<file path="src/rtl/rename_regfile_pkg.sv">
// rtl/rename_regfile_pkg.sv - shared defaults and the None tag for the rename register file
package rename_regfile_pkg;

  localparam int unsigned XLEN_DEF   = 32;
  localparam int unsigned NREG_DEF   = 32;
  localparam int unsigned REG_AW_DEF = 5;
  localparam int unsigned TAG_W_DEF  = 4;
  localparam int unsigned N_READ_DEF = 2;

  // Tag value 0 means "no pending producer"; the value lives in the data array.
  localparam int unsigned TAG_NONE = 0;

endpackage

</file>
<file path="src/rtl/rename_regfile_rf_read_port.sv">
// rtl/rename_regfile_rf_read_port.sv - one combinational read port with commit bypass
module rf_read_port
  import rename_regfile_pkg::*;
#(
  parameter int XLEN   = XLEN_DEF,
  parameter int REG_AW = REG_AW_DEF,
  parameter int TAG_W  = TAG_W_DEF
) (
  input  logic [REG_AW-1:0] rs_addr,
  input  logic [XLEN-1:0]   reg_data,
  input  logic [TAG_W-1:0]  reg_tag,
  input  logic              cmt_valid,
  input  logic [TAG_W-1:0]  cmt_tag,
  input  logic [XLEN-1:0]   cmt_data,
  output logic [XLEN-1:0]   val_out,
  output logic [TAG_W-1:0]  tag_out
);

  logic pending;
  assign pending = (reg_tag != TAG_W'(TAG_NONE));

  always_comb begin
    val_out = '0;
    tag_out = TAG_W'(TAG_NONE);
    if (rs_addr == '0) begin
      val_out = '0;
    end else if (cmt_valid && pending && (reg_tag == cmt_tag)) begin
      // Producer is committing right now: forward its result, not gated by pause or flush.
      val_out = cmt_data;
    end else if (!pending) begin
      val_out = reg_data;
    end else begin
      tag_out = reg_tag;
    end
  end

endmodule

</file>
<file path="src/rtl/rename_regfile.sv">
// rtl/rename_regfile.sv - architectural register file with per-register ROB rename tags
module rename_regfile
  import rename_regfile_pkg::*;
#(
  parameter int XLEN   = XLEN_DEF,
  parameter int NREG   = NREG_DEF,
  parameter int REG_AW = REG_AW_DEF,
  parameter int TAG_W  = TAG_W_DEF,
  parameter int N_READ = N_READ_DEF
) (
  input  logic                     clk_in,
  input  logic                     rst_n_in,
  input  logic                     rdy_in,
  input  logic                     flush_in,
  input  logic                     iss_valid_in,
  input  logic [REG_AW-1:0]        iss_rd_in,
  input  logic [TAG_W-1:0]         iss_tag_in,
  input  logic                     cmt_valid_in,
  input  logic [REG_AW-1:0]        cmt_rd_in,
  input  logic [TAG_W-1:0]         cmt_tag_in,
  input  logic [XLEN-1:0]          cmt_data_in,
  input  logic [N_READ*REG_AW-1:0] rs_in,
  output logic [N_READ*XLEN-1:0]   rs_val_out,
  output logic [N_READ*TAG_W-1:0]  rs_tag_out,
  output logic [REG_AW:0]          busy_cnt_out
);

  logic [XLEN-1:0]  data_q [NREG];
  logic [XLEN-1:0]  data_d [NREG];
  logic [TAG_W-1:0] tag_q  [NREG];
  logic [TAG_W-1:0] tag_d  [NREG];

  always_comb begin
    data_d = data_q;
    tag_d  = tag_q;
    if (rdy_in) begin
      // Commit is in order, so its data always lands; only a matching tag is retired.
      if (cmt_valid_in && (cmt_rd_in != '0)) begin
        data_d[cmt_rd_in] = cmt_data_in;
        if (tag_q[cmt_rd_in] == cmt_tag_in) begin
          tag_d[cmt_rd_in] = TAG_W'(TAG_NONE);
        end
      end
      if (flush_in) begin
        for (int i = 0; i < NREG; i++) begin
          tag_d[i] = TAG_W'(TAG_NONE);
        end
      end else if (iss_valid_in && (iss_rd_in != '0)) begin
        tag_d[iss_rd_in] = iss_tag_in;
      end
    end
  end

  always_ff @(posedge clk_in or negedge rst_n_in) begin
    if (!rst_n_in) begin
      for (int i = 0; i < NREG; i++) begin
        data_q[i] <= '0;
        tag_q[i]  <= TAG_W'(TAG_NONE);
      end
    end else begin
      data_q <= data_d;
      tag_q  <= tag_d;
    end
  end

  for (genvar p = 0; p < N_READ; p++) begin : g_rd
    logic [REG_AW-1:0] addr;
    assign addr = rs_in[p*REG_AW +: REG_AW];

    rf_read_port #(
      .XLEN   (XLEN),
      .REG_AW (REG_AW),
      .TAG_W  (TAG_W)
    ) u_port (
      .rs_addr   (addr),
      .reg_data  (data_q[addr]),
      .reg_tag   (tag_q[addr]),
      .cmt_valid (cmt_valid_in),
      .cmt_tag   (cmt_tag_in),
      .cmt_data  (cmt_data_in),
      .val_out   (rs_val_out[p*XLEN +: XLEN]),
      .tag_out   (rs_tag_out[p*TAG_W +: TAG_W])
    );
  end

  always_comb begin
    busy_cnt_out = '0;
    for (int i = 1; i < NREG; i++) begin
      busy_cnt_out = busy_cnt_out + (REG_AW+1)'(tag_q[i] != TAG_W'(TAG_NONE));
    end
  end

  always @(posedge clk_in) begin
    if (rst_n_in && rdy_in && iss_valid_in && !flush_in && (iss_rd_in != '0)) begin
      assert (iss_tag_in != TAG_W'(TAG_NONE));
    end
  end

endmodule

</file>
<file path="config.mk">
export PLATFORM = sky130hd
export DESIGN_NAME = rename_regfile
export DESIGN_NICKNAME = d
export VERILOG_FILES = /design/src/rtl/rename_regfile_pkg.sv /design/src/rtl/rename_regfile_rf_read_port.sv /design/src/rtl/rename_regfile.sv
export SDC_FILE = /design/constraint.sdc
export NUM_CORES = 2
export LEC_CHECK = 0
export BUFFER_PORTS_ARGS = -buffer_cell sky130_fd_sc_hd__buf_2
export CAP_MARGIN = 20
export CORE_ASPECT_RATIO = 0.8
export CORE_MARGIN = 2
export CORE_UTILIZATION = 32
export CTS_CLUSTER_DIAMETER = 30
export DETAILED_ROUTE_END_ITERATION = 10
export PLACE_DENSITY = 0.55
export SYNTH_ARGS = -nofsm -noshare
export SYNTH_HDL_FRONTEND = slang
export SYNTH_SLANG_ARGS = --single-unit
</file>
<file path="constraint.sdc">
create_clock -name clk_in -period 9.4 [get_ports clk_in]
set_clock_uncertainty 0.15 [all_clocks]
set_input_delay 1.88 -clock clk_in [delete_from_list [all_inputs] [get_ports clk_in]]
set_output_delay 1.88 -clock clk_in [all_outputs]
set_load 0.02 [all_outputs]
</file>
==> flow_metrics.tcl <==
set metrics [dict create \
    cap_violations 0 \
    syn_area_um2 65650 \
    area_growth_pct 19.93 \
    cpMostUsedCell "fa_1" \
    cts_buffers 289 \
    p_clk_share_pct 44.9 \
    critPathBufInv 7 \
    yosys_most_used_dff "dfrtp_1" \
    crit_arrival_ns 6.56 \
    detail-route-antenna-nets 0 \
    min_path_type "reg -> reg" \
    max_stage_delay_ns 0.62 \
    io_pins 144 \
    routed_wirelength_um 216200 \
    async_reset_ff_share_pct 100.0 \
    synth_edf_count 0 \
    cp.required_ns 7.37 \
    crit_type "reg -> out" \
    status "finished clean" \
    grt_pass1_vias 44260 \
    vias_per_cell 5.775 \
    power_frac_seq_pct 27.7 \
    slowest_stage "fa_1" \
    crit_path_cell_trace "or4_1, fa_1, inv_1, fa_1, inv_1, fa_1, fa_1, inv_1, fa_1, inv_1, fa_1, fa_1, inv_1, fa_1, inv_1, a21o_1, a21oi_1, xnor2_1, buf_2" \
    max_freq_ghz 0.1164 \
    finalSetupTns_ns 0 \
    fp.coreArea_um2 203700 \
    clock-sinks 1152 \
    rows 148 \
    vias 42790 \
    avgRoutedWirePerCell_um 29.18 \
    drtPass1Iterations 5 \
    synth_cells 4469 \
    p_leak_uw 0.03448 \
    place_congestion 0.9081 \
    clk_pin_slew_ns 0.04 \
    synth_cell_type_count 43 \
    antenna_cells 0 \
    ys_seq_elements 1152 \
    die_w_um 510.4 \
    dp_hpwl_um 121000 \
    cp-end-kind "output pin" \
    p_sw_share_pct 30.90 \
    fin_nets 4598 \
    ys.warnings.count 0 \
    grt_pass1_wl_um 318400 \
    final_core_util_pct 38.65 \
    finalCritPeriodShare_pct 91.40 \
    io_buffers 143 \
    drt_iter0_markers 3610 \
    cts_buffer_depth 4 \
    synth.avg_cell_area_um2 14.69 \
    clock_latency_ns 0.89 \
    grt_usage_pct 20.79 \
    p_comb_share_pct 27.4 \
    cts-resized-gates 0 \
    post_cts_buffers 0 \
    crit_path_max_fanout 6 \
    final-hold-violation-count 0 \
    finalCriticalPeriod_ns 8.591 \
    worstMarginPinSlew_ns 1.194 \
    ys_seq_area_share_pct 43.91 \
    die_area_um2 208800 \
    gr-total-overflow 0 \
    die_h_um 409.1 \
    slew_headroom_pct 20.42 \
    crit_family "adder cells" \
    antenna_found_initial 3 \
    initial_core_util_pct 32.23 \
    drive_gt1_share_pct 52.10 \
    ir_worst_vdd_mv 1.220 \
    slew_viol_final 0 \
    drc 0 \
    synth_nets 4565 \
    root_buffer "clkbuf_16" \
    setup_viol 0 \
    htreeDepth 5 \
    hold_buffers 0 \
    rsz0062_at_grt "no" \
    grt_max_degree 177 \
    cts_tree "done" \
    powerDensity_nw_per_um2 284.5 \
    cp-start-kind "register" \
    intPower_uw 15480 \
    netSwitchingPower_uw 6920 \
]
## cell usage after synthesis (5+ instances only)
cell | n | area share [%]
dfrtp_1 | 1152 | 44
mux2_2 | 992 | 17
mux4_2 | 706 | 24
clkbuf_1 | 308 | 1.8
nand2_1 | 157 | 0.90
nor2b_1 | 135 | 1.3
mux2i_1 | 128 | 2.0
a21oi_1 | 126 | 0.96
o21ai_0 | 126 | 0.96
buf_1 | 115 | 0.66
nor2_1 | 90 | 0.51
nor3b_1 | 60 | 0.69
o2bb2ai_1 | 51 | 0.68
buf_2 | 38 | 0.29
a22oi_1 | 28 | 0.32
nand3_1 | 28 | 0.21
nand3b_1 | 28 | 0.32
inv_1 | 26 | 0.15
fa_1 | 23 | 0.70
or4_1 | 21 | 0.24
mux4_1 | 18 | 0.72
and2_1 | 13 | 0.12
o2bb2ai_2 | 13 | 0.30
buf_6 | 12 | 0.21
xnor2_1 | 11 | 0.15
nor4_1 | 10 | 0.095
nand4_1 | 8 | 0.076
or2_2 | 8 | 0.076
ha_1 | 7 | 0.13
nand2b_1 | 6 | 0.057
nor3_1 | 5 | 0.038
## through the flow
stage	instances	total power (uW)	worst slack, ns	hold WS (ns)	area (um2)
2_1_floorplan	4469	10530	2.006	0.2913	65650
3_3_place_gp	6907	12410	0.9085	0.2267	68860
3_5_place_dp	6908	12500	1.216	0.2336	68880
4_1_cts	7407	22650	0.7395	0.2428	78710
5_1_grt	7410	23590	0.5377	0.2508	78730
6_report	7410	22400	0.8086	0.2411	78730
## registers in the layout, summed over array words and instances, names as in the netlist
signal / count
data_q: 1024
tag_q: 128
## worst paths after layout
path,slack (ns),depth (start not counted),endpoint,start
setup / recovery,0.81,19,busy_cnt_out[4],tag_q[36]
hold / removal,0.24,0,data_q[995],data_q[995]
setup reg to reg,5.38,9,tag_q[47],tag_q[73]
hold reg to reg,0.24,0,data_q[995],data_q[995]
max in group asynchronous,6.10,3,data_q[920],rst_n_in
min in group asynchronous,0.80,1,data_q[175],rst_n_in
## per-layer routing
| layer | share of wire [%] | vias to the layer above | track usage [%] |
|---|---|---|---|
| li1 | - | 17449 | - |
| met1 | 45 | 23256 | 29.57 |
| met2 | 45 | 1673 | 31.10 |
| met3 | 7.1 | 410 | 4.709 |
| met4 | 3.1 | 2 | 7.249 |
| met5 | 0.0060 | - | 0 |
## placed cells by master, fill, tap and decap left out, types with 6 or more instances in the layout
master	Yosys	routed
mux4_2	706	706
nor2_4	0	12
nor2b_1	135	134
inv_6	0	9
clkbuf_1	308	25
clkinv_2	0	52
nand2_4	0	15
nor2_1	90	78
and2_1	13	14
a22oi_1	28	28
clkbuf_16	0	296
nor4_1	10	10
nand4_1	8	8
o2bb2ai_2	13	13
nand2_1	157	142
inv_1	26	26
buf_2	38	130
or2_2	8	8
buf_4	2	64
ha_1	7	7
mux2i_1	128	128
buf_12	0	14
o2bb2ai_1	51	51
mux4_1	18	18
nand3_1	28	23
nand2b_1	6	6
nor3b_1	60	60
clkbuf_8	0	39
fa_1	23	23
mux2_2	992	992
clkinv_4	0	12
dfrtp_1	1152	1152
o21ai_0	126	126
or4_1	21	21
bufinv_16	0	37
a21oi_1	126	126
clkinvlp_4	0	28
nand3b_1	28	28
xnor2_1	11	11
## power by group through the flow
stage / sequential, uW / clock (uW) / combinational (uW)
floorplan: 6020 / 0 / 4510
global placement: 6220 / 0 / 6190
detailed placement: 6250 / 0 / 6250
CTS: 6180 / 10200 / 6270
global route: 6290 / 10500 / 6830
finish: 6210 / 10100 / 6140
## logic make-up (layout without fill, tap and decap cells)
| kind of cell | after synthesis | count (layout) | synth area share (%) |
|---|---|---|---|
| DFF | 1152 | 1152 | 43.91 |
| xor gates and xnor gates | 13 | 13 | 0.1734 |
| muxes | 1846 | 1846 | 43.95 |
| AOI/OAI and AO/OA | 350 | 350 | 3.316 |
| buffers and inverters | 501 | 742 | 3.086 |
| and+or+nand+nor | 577 | 577 | 4.725 |
| adders and majority gates | 30 | 30 | 0.8348 |
## cell type report
class                   instances  area, um2
multi-input cells            2816      35070
clock inverters               141       1814
fillers                     18889     125000
clock buffers                 358       8010
repair buffers                217       1536
well taps                    2700       3378
flip-flops and latches       1152      28830
inverters                      26      97.59
No activity file was read; power rests on OpenSTA's default activity.
